===== src/rtl/img_proc_pkg.sv =====
// img_proc_pkg: shared mode codes, luminance coefficients and threshold default
// for the image_filter_pipe colour-effect stage.
package img_proc_pkg;

    typedef enum logic [2:0] {
        MODE_PASS   = 3'd0,
        MODE_GRAY   = 3'd1,
        MODE_RED    = 3'd2,
        MODE_GREEN  = 3'd3,
        MODE_BLUE   = 3'd4,
        MODE_INVERT = 3'd5,
        MODE_BINARY = 3'd6,
        MODE_RSVD   = 3'd7
    } mode_e;

    typedef enum logic [1:0] {
        DIV_IDLE,
        DIV_RUN,
        DIV_FIN
    } div_state_e;

    // Coefficients sum to 256 so that white maps to full-scale luminance.
    localparam int unsigned      COEF_W     = 8;
    localparam logic [COEF_W-1:0] COEF_R    = 8'd77;
    localparam logic [COEF_W-1:0] COEF_G    = 8'd150;
    localparam logic [COEF_W-1:0] COEF_B    = 8'd29;
    localparam int unsigned      LUMA_SHIFT = 8;

    function automatic int unsigned default_thresh(input int unsigned gray_w);
        return 32'd1 << (gray_w - 1);
    endfunction

endpackage


===== src/rtl/image_filter_pipe_seq_divider.sv =====
// seq_divider: restoring unsigned divider, one quotient bit per cycle.
// A start while busy discards the running division and reloads the operands.
module seq_divider
    import img_proc_pkg::*;
#(
    parameter int unsigned DVD_W = 27,
    parameter int unsigned DSR_W = 19
) (
    input  logic             clk,
    input  logic             rst,
    input  logic             start,
    input  logic [DVD_W-1:0] dividend,
    input  logic [DSR_W-1:0] divisor,
    output logic             busy,
    output logic             done,
    output logic [DVD_W-1:0] quotient
);
    localparam int unsigned STEP_W = $clog2(DVD_W + 1);

    div_state_e        state, state_n;
    logic [STEP_W-1:0] step;
    logic [DVD_W-1:0]  q;
    logic [DSR_W-1:0]  rem;
    logic [DSR_W-1:0]  dsr;
    logic [DSR_W:0]    shifted;
    logic [DSR_W:0]    diff;
    logic              fits;

    always_comb begin
        shifted = {rem, q[DVD_W-1]};
        diff    = shifted - {1'b0, dsr};
        fits    = (shifted >= {1'b0, dsr});
        state_n = state;
        if (start) begin
            state_n = DIV_RUN;
        end else begin
            case (state)
                DIV_RUN: if (step == STEP_W'(DVD_W - 1)) state_n = DIV_FIN;
                DIV_FIN: state_n = DIV_IDLE;
                default: state_n = state;
            endcase
        end
        busy = (state != DIV_IDLE);
    end

    always_ff @(posedge clk) begin
        if (rst) begin
            state <= DIV_IDLE;
        end else begin
            state <= state_n;
        end
    end

    always_ff @(posedge clk) begin
        if (rst) begin
            step     <= '0;
            q        <= '0;
            rem      <= '0;
            dsr      <= '0;
            done     <= 1'b0;
            quotient <= '0;
        end else begin
            done <= (state == DIV_FIN) && !start;
            if (start) begin
                step <= '0;
                q    <= dividend;
                rem  <= '0;
                dsr  <= divisor;
            end else if (state == DIV_RUN) begin
                step <= step + STEP_W'(1);
                q    <= {q[DVD_W-2:0], fits};
                rem  <= fits ? diff[DSR_W-1:0] : shifted[DSR_W-1:0];
            end
            if (state == DIV_FIN && !start) quotient <= q;
        end
    end

endmodule


===== src/rtl/image_filter_pipe.sv =====
// image_filter_pipe: 3-stage luminance/colour-effect pipeline with per-frame mode latch.
// Define IMG_PROC_AUTO_THRESH_EN to build frame-mean measurement and auto threshold.
module image_filter_pipe
    import img_proc_pkg::*;
#(
    parameter int unsigned CH_W   = 4,
    parameter int unsigned GRAY_W = 8,
    parameter int unsigned CNT_W  = 19
) (
    input  logic                vga_clk,
    input  logic                rst,
    input  logic                process_en,
    input  logic [2:0]          mode,
    input  logic [GRAY_W-1:0]   thresh_manual,
    input  logic                thresh_auto,
    input  logic                in_valid,
    input  logic                in_sof,
    input  logic                in_eof,
    input  logic [3*CH_W-1:0]   in_data,
    output logic                out_valid,
    output logic                out_sof,
    output logic [3*CH_W-1:0]   out_data,
    output logic [GRAY_W-1:0]   frame_mean
);
    localparam int unsigned       PIX_W   = 3 * CH_W;
    localparam int unsigned       PROD_W  = GRAY_W + COEF_W;
    localparam int unsigned       SUM_W   = PROD_W + 2;
    localparam int unsigned       ACC_W   = GRAY_W + CNT_W;
    localparam logic [GRAY_W-1:0] THR_DEF = GRAY_W'(default_thresh(GRAY_W));

    function automatic logic [GRAY_W-1:0] expand(input logic [CH_W-1:0] c);
        logic [GRAY_W-1:0] e;
        for (int unsigned i = 0; i < GRAY_W; i++) e[GRAY_W-1-i] = c[CH_W-1-(i % CH_W)];
        return e;
    endfunction

    logic              frame_start;
    mode_e             eff_mode, cap_mode;
    logic [GRAY_W-1:0] thr, cap_thr;
    logic [GRAY_W-1:0] exp_r, exp_g, exp_b;

    logic              s1_valid, s1_sof, s1_eof;
    logic [PIX_W-1:0]  s1_data;
    logic [PROD_W-1:0] s1_pr, s1_pg, s1_pb;
    mode_e             s1_mode;
    logic [GRAY_W-1:0] s1_thr;

    logic              s2_valid, s2_sof, s2_eof;
    logic [PIX_W-1:0]  s2_data;
    logic [GRAY_W-1:0] s2_gray;
    mode_e             s2_mode;
    logic [GRAY_W-1:0] s2_thr;

    logic [SUM_W-1:0]  luma_sum;
    logic [CH_W-1:0]   tint;
    logic [PIX_W-1:0]  mux_data;

    assign frame_start = in_valid && in_sof;
    assign exp_r = expand(in_data[PIX_W-1 -: CH_W]);
    assign exp_g = expand(in_data[2*CH_W-1 -: CH_W]);
    assign exp_b = expand(in_data[CH_W-1:0]);

    always_comb begin
        cap_mode = process_en ? mode_e'(mode) : MODE_PASS;
`ifdef IMG_PROC_AUTO_THRESH_EN
        cap_thr  = thresh_auto ? frame_mean : thresh_manual;
`else
        cap_thr  = thresh_manual;
`endif
    end

    always_ff @(posedge vga_clk) begin
        if (rst) begin
            eff_mode <= MODE_PASS;
            thr      <= THR_DEF;
        end else if (frame_start) begin
            eff_mode <= cap_mode;
            thr      <= cap_thr;
        end
    end

    // Mode/threshold travel with each pixel so the sof pixel sees its own frame's settings.
    always_ff @(posedge vga_clk) begin
        if (rst) begin
            s1_valid <= 1'b0;
            s1_sof   <= 1'b0;
            s1_eof   <= 1'b0;
            s1_data  <= '0;
            s1_pr    <= '0;
            s1_pg    <= '0;
            s1_pb    <= '0;
            s1_mode  <= MODE_PASS;
            s1_thr   <= THR_DEF;
        end else begin
            s1_valid <= in_valid;
            s1_sof   <= in_valid && in_sof;
            s1_eof   <= in_valid && in_eof;
            s1_data  <= in_data;
            s1_pr    <= PROD_W'(exp_r) * PROD_W'(COEF_R);
            s1_pg    <= PROD_W'(exp_g) * PROD_W'(COEF_G);
            s1_pb    <= PROD_W'(exp_b) * PROD_W'(COEF_B);
            s1_mode  <= frame_start ? cap_mode : eff_mode;
            s1_thr   <= frame_start ? cap_thr : thr;
        end
    end

    assign luma_sum = SUM_W'(s1_pr) + SUM_W'(s1_pg) + SUM_W'(s1_pb);

    always_ff @(posedge vga_clk) begin
        if (rst) begin
            s2_valid <= 1'b0;
            s2_sof   <= 1'b0;
            s2_eof   <= 1'b0;
            s2_data  <= '0;
            s2_gray  <= '0;
            s2_mode  <= MODE_PASS;
            s2_thr   <= THR_DEF;
        end else begin
            s2_valid <= s1_valid;
            s2_sof   <= s1_sof;
            s2_eof   <= s1_eof;
            s2_data  <= s1_data;
            s2_gray  <= GRAY_W'(luma_sum >> LUMA_SHIFT);
            s2_mode  <= s1_mode;
            s2_thr   <= s1_thr;
        end
    end

    always_comb begin
        tint     = s2_gray[GRAY_W-1 -: CH_W];
        mux_data = s2_data;
        case (s2_mode)
            MODE_GRAY:   mux_data = {tint, tint, tint};
            MODE_RED:    mux_data = {tint, {(2*CH_W){1'b0}}};
            MODE_GREEN:  mux_data = {{CH_W{1'b0}}, tint, {CH_W{1'b0}}};
            MODE_BLUE:   mux_data = {{(2*CH_W){1'b0}}, tint};
            MODE_INVERT: mux_data = ~s2_data;
            MODE_BINARY: mux_data = (s2_gray >= s2_thr) ? '1 : '0;
            default:     mux_data = s2_data;
        endcase
    end

    always_ff @(posedge vga_clk) begin
        if (rst) begin
            out_valid <= 1'b0;
            out_sof   <= 1'b0;
            out_data  <= '0;
        end else begin
            out_valid <= s2_valid;
            out_sof   <= s2_sof;
            out_data  <= mux_data;
        end
    end

`ifdef IMG_PROC_AUTO_THRESH_EN
    logic [ACC_W-1:0] acc_sum, snap_sum;
    logic [CNT_W-1:0] acc_cnt, snap_cnt;
    logic             div_start, div_busy, div_done;
    logic [ACC_W-1:0] div_quot;
    logic             unused_auto;

    // Snapshot includes the pixel currently in stage 2, so eof lands in its own frame.
    always_comb begin
        if (s2_sof) begin
            snap_sum = ACC_W'(s2_gray);
            snap_cnt = CNT_W'(1);
        end else begin
            snap_sum = acc_sum + ACC_W'(s2_gray);
            snap_cnt = acc_cnt + CNT_W'(1);
        end
        div_start = s2_valid && s2_eof && (snap_cnt != '0);
    end

    always_ff @(posedge vga_clk) begin
        if (rst) begin
            acc_sum <= '0;
            acc_cnt <= '0;
        end else if (s2_valid) begin
            acc_sum <= snap_sum;
            acc_cnt <= snap_cnt;
        end
    end

    seq_divider #(
        .DVD_W (ACC_W),
        .DSR_W (CNT_W)
    ) u_div (
        .clk      (vga_clk),
        .rst      (rst),
        .start    (div_start),
        .dividend (snap_sum),
        .divisor  (snap_cnt),
        .busy     (div_busy),
        .done     (div_done),
        .quotient (div_quot)
    );

    always_ff @(posedge vga_clk) begin
        if (rst) begin
            frame_mean <= THR_DEF;
        end else if (div_done) begin
            frame_mean <= div_quot[GRAY_W-1:0];
        end
    end

    assign unused_auto = ^{div_busy, div_quot[ACC_W-1:GRAY_W]};
`else
    logic unused_auto;

    assign frame_mean  = THR_DEF;
    assign unused_auto = ^{thresh_auto, s2_eof};
`endif

endmodule


===== config.mk =====
export PLATFORM = sky130hd
export DESIGN_NAME = image_filter_pipe
export DESIGN_NICKNAME = d
export VERILOG_FILES = /design/src/rtl/img_proc_pkg.sv /design/src/rtl/image_filter_pipe_seq_divider.sv /design/src/rtl/image_filter_pipe.sv
export SDC_FILE = /design/constraint.sdc
export NUM_CORES = 1
export LEC_CHECK = 0
export BUFFER_PORTS_ARGS = -buffer_cell sky130_fd_sc_hd__buf_2
export CELL_PAD_IN_SITES_DETAIL_PLACEMENT = 0
export CELL_PAD_IN_SITES_GLOBAL_PLACEMENT = 1
export CORE_AREA = 2 2 133 135
export CTS_CLUSTER_SIZE = 20
export DETAILED_ROUTE_END_ITERATION = 10
export DIE_AREA = 0 0 135 137
export PLACE_DENSITY = 0.74
export REMOVE_ABC_BUFFERS = 1
export SYNTH_ARGS = -nofsm -noshare
export SYNTH_HDL_FRONTEND = slang
export SYNTH_SLANG_ARGS = --single-unit

===== constraint.sdc =====
create_clock -name vga_clk -period 3.5 [get_ports vga_clk]
set_clock_uncertainty 0.05 [all_clocks]
set_input_delay 0.35 -clock vga_clk [delete_from_list [all_inputs] [get_ports vga_clk]]
set_output_delay 0.35 -clock vga_clk [all_outputs]
set_load 0.03 [all_outputs]

==> impl_metrics.yaml, run 1 <==
outcome:
  status: "finished, final reports clean"
timing:
  fmaxAchievable_mhz: 299
  tightest_slew_ns: 0.863
  setup_viol: 0
  maxSlewViolCount: 0
  slew_headroom_pct: 42.5
  finalCritPeriodShare_pct: 95.6
  finalSetupTns_ns: 0
  fin_ws_ns: 0.155
  rsz0062_at_grt: "no"
  hold_viol: 0
  period_minus_slack_ns: 3.34
clocking:
  cts.clk_slew.worst_paths_ns: 0.07
  clock_sinks: 110
  ctsHtreeMaxLevel: 3
  cts_max_path_buffers: 2
  cts_resized: 0
  clkLatencyLatePin_ns: 0.35
  cts_setup_buffers: 0
  cts-buffers-inserted: 9
  hold_buffers: 0
  cts-root-buf: "clkbuf_16"
  tritoncts: "yes"
layout:
  num_antenna_cells: 0
  utilization_pct: 47.6
  stdcell_count: 1073
  fillers: 1681
  seq_area_mm2: 0.00220
  drive_gt1_share_pct: 12.3
  final_common_cell: "ha_1"
  fin_nets: 1018
  mostFrequentLayoutCells: "ha_1 (113), dfxtp_1 (110), inv_1 (85)"
  syn2layout_area_growth_pct: 12.4
  multi_input_area_mm2: 0.00459
synthesis:
  synth_top_family_by_area: "adder cells"
  synth_warnings: 0
  synth_edf_count: 0
  synth_xor_area_share_pct: 2.79
  synthAdderAreaFrac_pct: 28.4
  synth_top_area_share_pct: 30.5
  seq_area_frac_synth_pct: 30.5
  synth_area_mm2: 0.00723
  yosys-top-cells-area: "dfxtp_1 (30%), ha_1 (20%), fa_1 (8.9%), nor2b_1 (4.9%), inv_1 (4.4%)"
  synthSimpleGateAreaFrac_pct: 14.8
  async_flop_share_pct: 0
  muxShareOfSynthArea_pct: 1.39
  avgSynthCellArea_um2: 9.21
  synthesis.instances: 785
  yosysUniqueCellTypes: 59
  synth_compound_area_share_pct: 15.7
  ys_seq_elements: 110
  synth_ff_type: "dfxtp_1"
  synth_top_cell_by_area: "dfxtp_1"
floorplanning:
  initial_utilization_pct: 42.4
  fp.dieH_um: 137
  fp.dieW_um: 135
  core_mm2: 0.0171
  rows: 48
  die_area_mm2: 0.0185
  ioPinCount: 52
setup_path:
  cp_max_fo: 3
  worstSetupStartpointType: "input port"
  crit_arrival_ns: 3.59
  reg2reg_depth: 9
  cp-end-kind: "flop"
  path_class: "in2reg"
  critPathMaxStageDelay_ns: 0.67
  cp_data_required_time_ns: 3.74
  crit_path_top_delay_cell: "a2111oi_0"
  worstPathCellList: "buf_2 > inv_1 > ha_1 > xor2_1 > fa_1 > fa_1 > inv_1 > ha_1 > nand2_1 > a211oi_1 > buf_4 > a2111oi_0 > buf_4"
drt:
  wl_per_cell_um: 13.6
  via_per_inst: 5.01
  drc: 0
  drt-initial-drc-count: 193
  ant_nets: 0
  firstDrtPassIters: 4
  wirelength_um: 14600
  vias: 5374
run:
  drv_cap: 0
power:
  p_per_area_mw_per_mm2: 604
  total_power_w: 0.00491
  ir_worst_vdd_v: 0.000357
  p_leak_nw: 3.92
placement:
  pre_cts_ws_ns: -0.220
  port-buffer-count: 41
  gp_congestion: 0.839
  place_hpwl_um: 11600
  dp_cells: 1057
worst_hold_path:
  hold_class: "in2reg"
  hold_path_depth: 2
global_routing:
  antenna_found_initial: 0
  track_usage_pct: 16.7
  grt_pass1_wl_um: 24800
  overflow: 0
  grt_max_degree: 89
  grt_pass1_vias: 5287
==> final cells by class <==
type,instances,share of cell area [%]
multi-input cells,570,56.5
flip-flops and latches,110,27.1
repair buffers,67,4.96
inverters,85,3.93
well taps,225,3.46
clock buffers,9,2.77
clock inverters,7,1.28
==> per-layer routing <==
metal / global-route usage (%) / part of all wire, % / up-vias
li1: - / - / 2771
met2: 29.4 / 49 / 84
met3: 2.81 / 2.8 / 15
met1: 21.1 / 47 / 2504
met4: 4.80 / 1.7 / 0
met5: 0 / 0 / -
==> per-stage QoR <==
step | instance area, um^2 | hold slack [ns]
2_1_floorplan | 7110 | 0.364
3_3_place_gp | 7800 | 0.369
3_5_place_dp | 7800 | 0.375
4_1_cts | 8130 | 0.153
5_1_grt | 8130 | 0.152
6_report | 8130 | 0.169
==> Yosys cell counts, drive strengths merged (3+ instances only) <==
cell type and instances:
a21o 19, a22o 3, a211oi 16, o21bai 6, xnor2 11, fa 32
o22a 7, dfxtp 110, nand3 9, o21ai 32, xor2 12, a21oi 56
nor2 64, nand2 27, nor4 5, or3 4, clkbuf 11, mux2 8
ha 113, nor3 23, buf 16, inv 85, and2 3, o31a 3
o21a 7, nand2b 7, o22ai 6, nor2b 57, or2 5
==> where the power goes <==
group / internal, W / leakage [nW] / switching [W]
registers: 0.00144 / 0.909 / 0.0000912
clock network: 0.000639 / 0.160 / 0.000471
logic: 0.000984 / 2.85 / 0.00129
==> cell families (layout without fill, tap and decap cells) <==
group | count (synthesis) | after routing
and+or+nand+nor | 211 | 211
buffers and inverters | 112 | 168
muxes | 9 | 9
AOI/OAI and AO/OA | 173 | 173
other | 2 | 9
xor gates and xnor gates | 23 | 23
DFF | 110 | 110
adders and majority gates | 145 | 145
==> sequential cells by signal, indices dropped and copies added, names as in the netlist <==
name	flops
out_data	12
out_sof	1
out_valid	1
s1_data	12
s1_mode	3
s1_pb	11
s1_pg	14
s1_pr	13
s1_sof	1
s1_thr	8
s1_valid	1
s2_data	12
s2_gray	8
s2_mode	3
s2_sof	1
s2_thr	8
s2_valid	1
==> worst max-delay path, delay by kind of cell <==
family	cells	cell delay, ns
compound gates	2	0.74
xor+xnor	1	0.19
simple gates	1	0.10
buf+inv	5	0.55
fa+ha+maj	4	1.65
==> path summary, 6_finish.rpt <==
kind              slack (ns)         from           to
setup / recovery        0.16   in_data[8]     s1_pr[8]
hold / removal          0.17      mode[0]   s1_mode[0]
hold reg to reg         0.39  s1_data[11]  s2_data[11]
setup reg to reg        0.84     s1_pr[7]   s2_gray[6]
Power figures use the tool's default switching activity.
==> run 2, diff against run 1 <==
- RECOVER_POWER: unset -> 100
==> run 2 against run 1 <==
  * The flow now finishes with violations (max-capacitance violations, max-slew violations)
  * Sequential power about the same
  * Die area unchanged
  * Flip-flop and latch count unchanged
  * Cell count unchanged
  * Highest routed layer unchanged
  * Routed wire length increased by 0.79%
  * Clock-buffer cell count unchanged
  * Via count about the same
  * Setup slack got worse by 0.011 ns
  * Non-clock buffer count unchanged
==> impl_metrics.yaml, run 2 (synthesis results as in run 1) <==
outcome:
  status: "finished, violations left"
  failed_checks: "max-capacitance violations, max-slew violations"
drt:
  wl_met1_um: 6940
  vias: 5378
  wirelength_um: 14800
  top_layer: "met4"
  drt-initial-drc-count: 197
  route.met3.wl_um: 431
  wl_per_cell_um: 13.8
  drc: 0
  firstDrtPassIters: 4
  wl_met2_um: 7200
  ant_nets: 0
  via_per_inst: 5.01
setup_path:
  cp_data_required_time_ns: 3.75
  r2r-end: "s2_gray[7]"
  r2r_slack_ns: 0.65
  worstSetupStartpointType: "input port"
  cp_max_fo: 3
  reg2reg_depth: 9
  path_class: "in2reg"
  worstReg2RegStart: "s1_pr[4]"
  crit_arrival_ns: 3.60
  cp-end-kind: "flop"
worst_hold_path:
  min_to: "s1_mode[0]"
  hold_path_depth: 2
  hold_class: "in2reg"
  hold_start: "mode[0]"
placement:
  placed_area_mm2: 0.00780
  place_hpwl_um: 11600
  dp_cells: 1057
  pre_cts_ws_ns: -0.220
  gp_congestion: 0.839
  port-buffer-count: 41
layout:
  fillers: 1697
  largest_register_ffs: 14
  syn2layout_area_growth_pct: 11.7
  reg_top3: "s1_pg: 14 flops, s1_pr: 13 flops"
  stdcell_count: 1073
  final_area_mm2: 0.00808
  mostFrequentLayoutCells: "ha_1 (113), dfxtp_1 (110), inv_1 (85)"
  final_common_cell: "ha_1"
  fin_nets: 1018
  drive_gt1_share_pct: 9.43
  top_register: "s1_pg"
  num_antenna_cells: 0
timing:
  fmaxAchievable_mhz: 298
  hold_viol: 0
  tightest_slew_ns: 1.71
  finalCritPeriodShare_pct: 95.9
  rsz0062_at_grt: "no"
  fin_ws_ns: 0.144
  maxSlewViolCount: 89
  slew_headroom_pct: -13.8
  period_minus_slack_ns: 3.36
  setup_viol: 0
  whs_ns: 0.167
floorplanning:
  fp.dieH_um: 137
  initial_utilization_pct: 42.4
  ioPinCount: 52
  core_mm2: 0.0171
  die_area_mm2: 0.0185
  fp.dieW_um: 135
  rows: 48
clocking:
  clock_sinks: 110
  cts_setup_buffers: 0
  cts_resized: 0
  ctsHtreeMaxLevel: 3
  cts_max_path_buffers: 2
  hold_buffers: 0
  cts-root-buf: "clkbuf_16"
  cts.clk_slew.worst_paths_ns: 0.07
  tritoncts: "yes"
  cts-buffers-inserted: 9
  clkLatencyLatePin_ns: 0.35
power:
  p_int_w: 0.00304
  total_power_w: 0.00489
  ir_worst_vdd_v: 0.000354
  p_per_area_mw_per_mm2: 606
  p_clk_share_pct: 22.7
  swShare_pct: 37.8
  p_comb_share_pct: 46.0
  p_seq_share_pct: 31.3
  p_leak_nw: 3.83
  p_switching_w: 0.00185
global_routing:
  overflow: 0
  grt_pass1_wl_um: 24800
  grt_max_degree: 89
  grt_pass1_vias: 5287
  track_usage_pct: 16.7
  antenna_found_initial: 0
run:
  drv_cap: 1
## run 2: cell type report
class	instances	area [um^2]	share of cell area, %
clock buffer	9	225	2.79
clock inverter	7	104	1.29
inverter	85	319	3.95
multi-input combinational	570	4580	56.7
sequential	110	2200	27.3
tap	225	282	3.49
timing repair buffer	67	363	4.49
## run 2: stage by stage
step | util [%] | TNS (ns)
finish | 47.3 | 0
global placement | 45.7 | -0.330
global route | 47.3 | 0
floorplan | - | 0
detailed placement | 45.7 | -0.351
CTS | 47.6 | 0
## run 2: worst max-delay path by stage
stage / start / endpoint / slack, ns / depth (start not counted)
after floorplan: in_data[4] / s1_pg[14] / 0.13 / 12
after global placement: in_data[8] / s1_pr[8] / -0.21 / 13
after detailed placement: in_data[8] / s1_pr[8] / -0.22 / 13
after CTS: in_data[8] / s1_pr[8] / 0.12 / 13
after global routing: in_data[8] / s1_pr[8] / 0.008 / 13
final: in_data[8] / s1_pr[8] / 0.14 / 13
## run 2: routing by layer
metal,up-vias,GRT usage [%]
met3,12,2.81
met1,2508,21.1
met5,-,0
met2,84,29.4
met4,0,4.80
li1,2774,-
## run 2: power by group through the flow
| stage | logic [W] | clock network [W] | registers [W] |
|---|---|---|---|
| floorplan | 0.00169 | 0 | 0.00154 |
| CTS | 0.00228 | 0.00114 | 0.00153 |
| detailed placement | 0.00225 | 0 | 0.00156 |
| finish | 0.00225 | 0.00111 | 0.00153 |
| global route | 0.00258 | 0.00118 | 0.00155 |
| global placement | 0.00222 | 0 | 0.00156 |
## run 2: critical path, cell delays in order
cell and delay (ns):
buf_2 0.09, inv_1 0.05, ha_1 0.33, xor2_1 0.19
fa_1 0.50, fa_1 0.51, inv_1 0.04, ha_1 0.32
nand2_1 0.10, a211oi_1 0.07, buf_4 0.16, a2111oi_0 0.68
buf_4 0.22
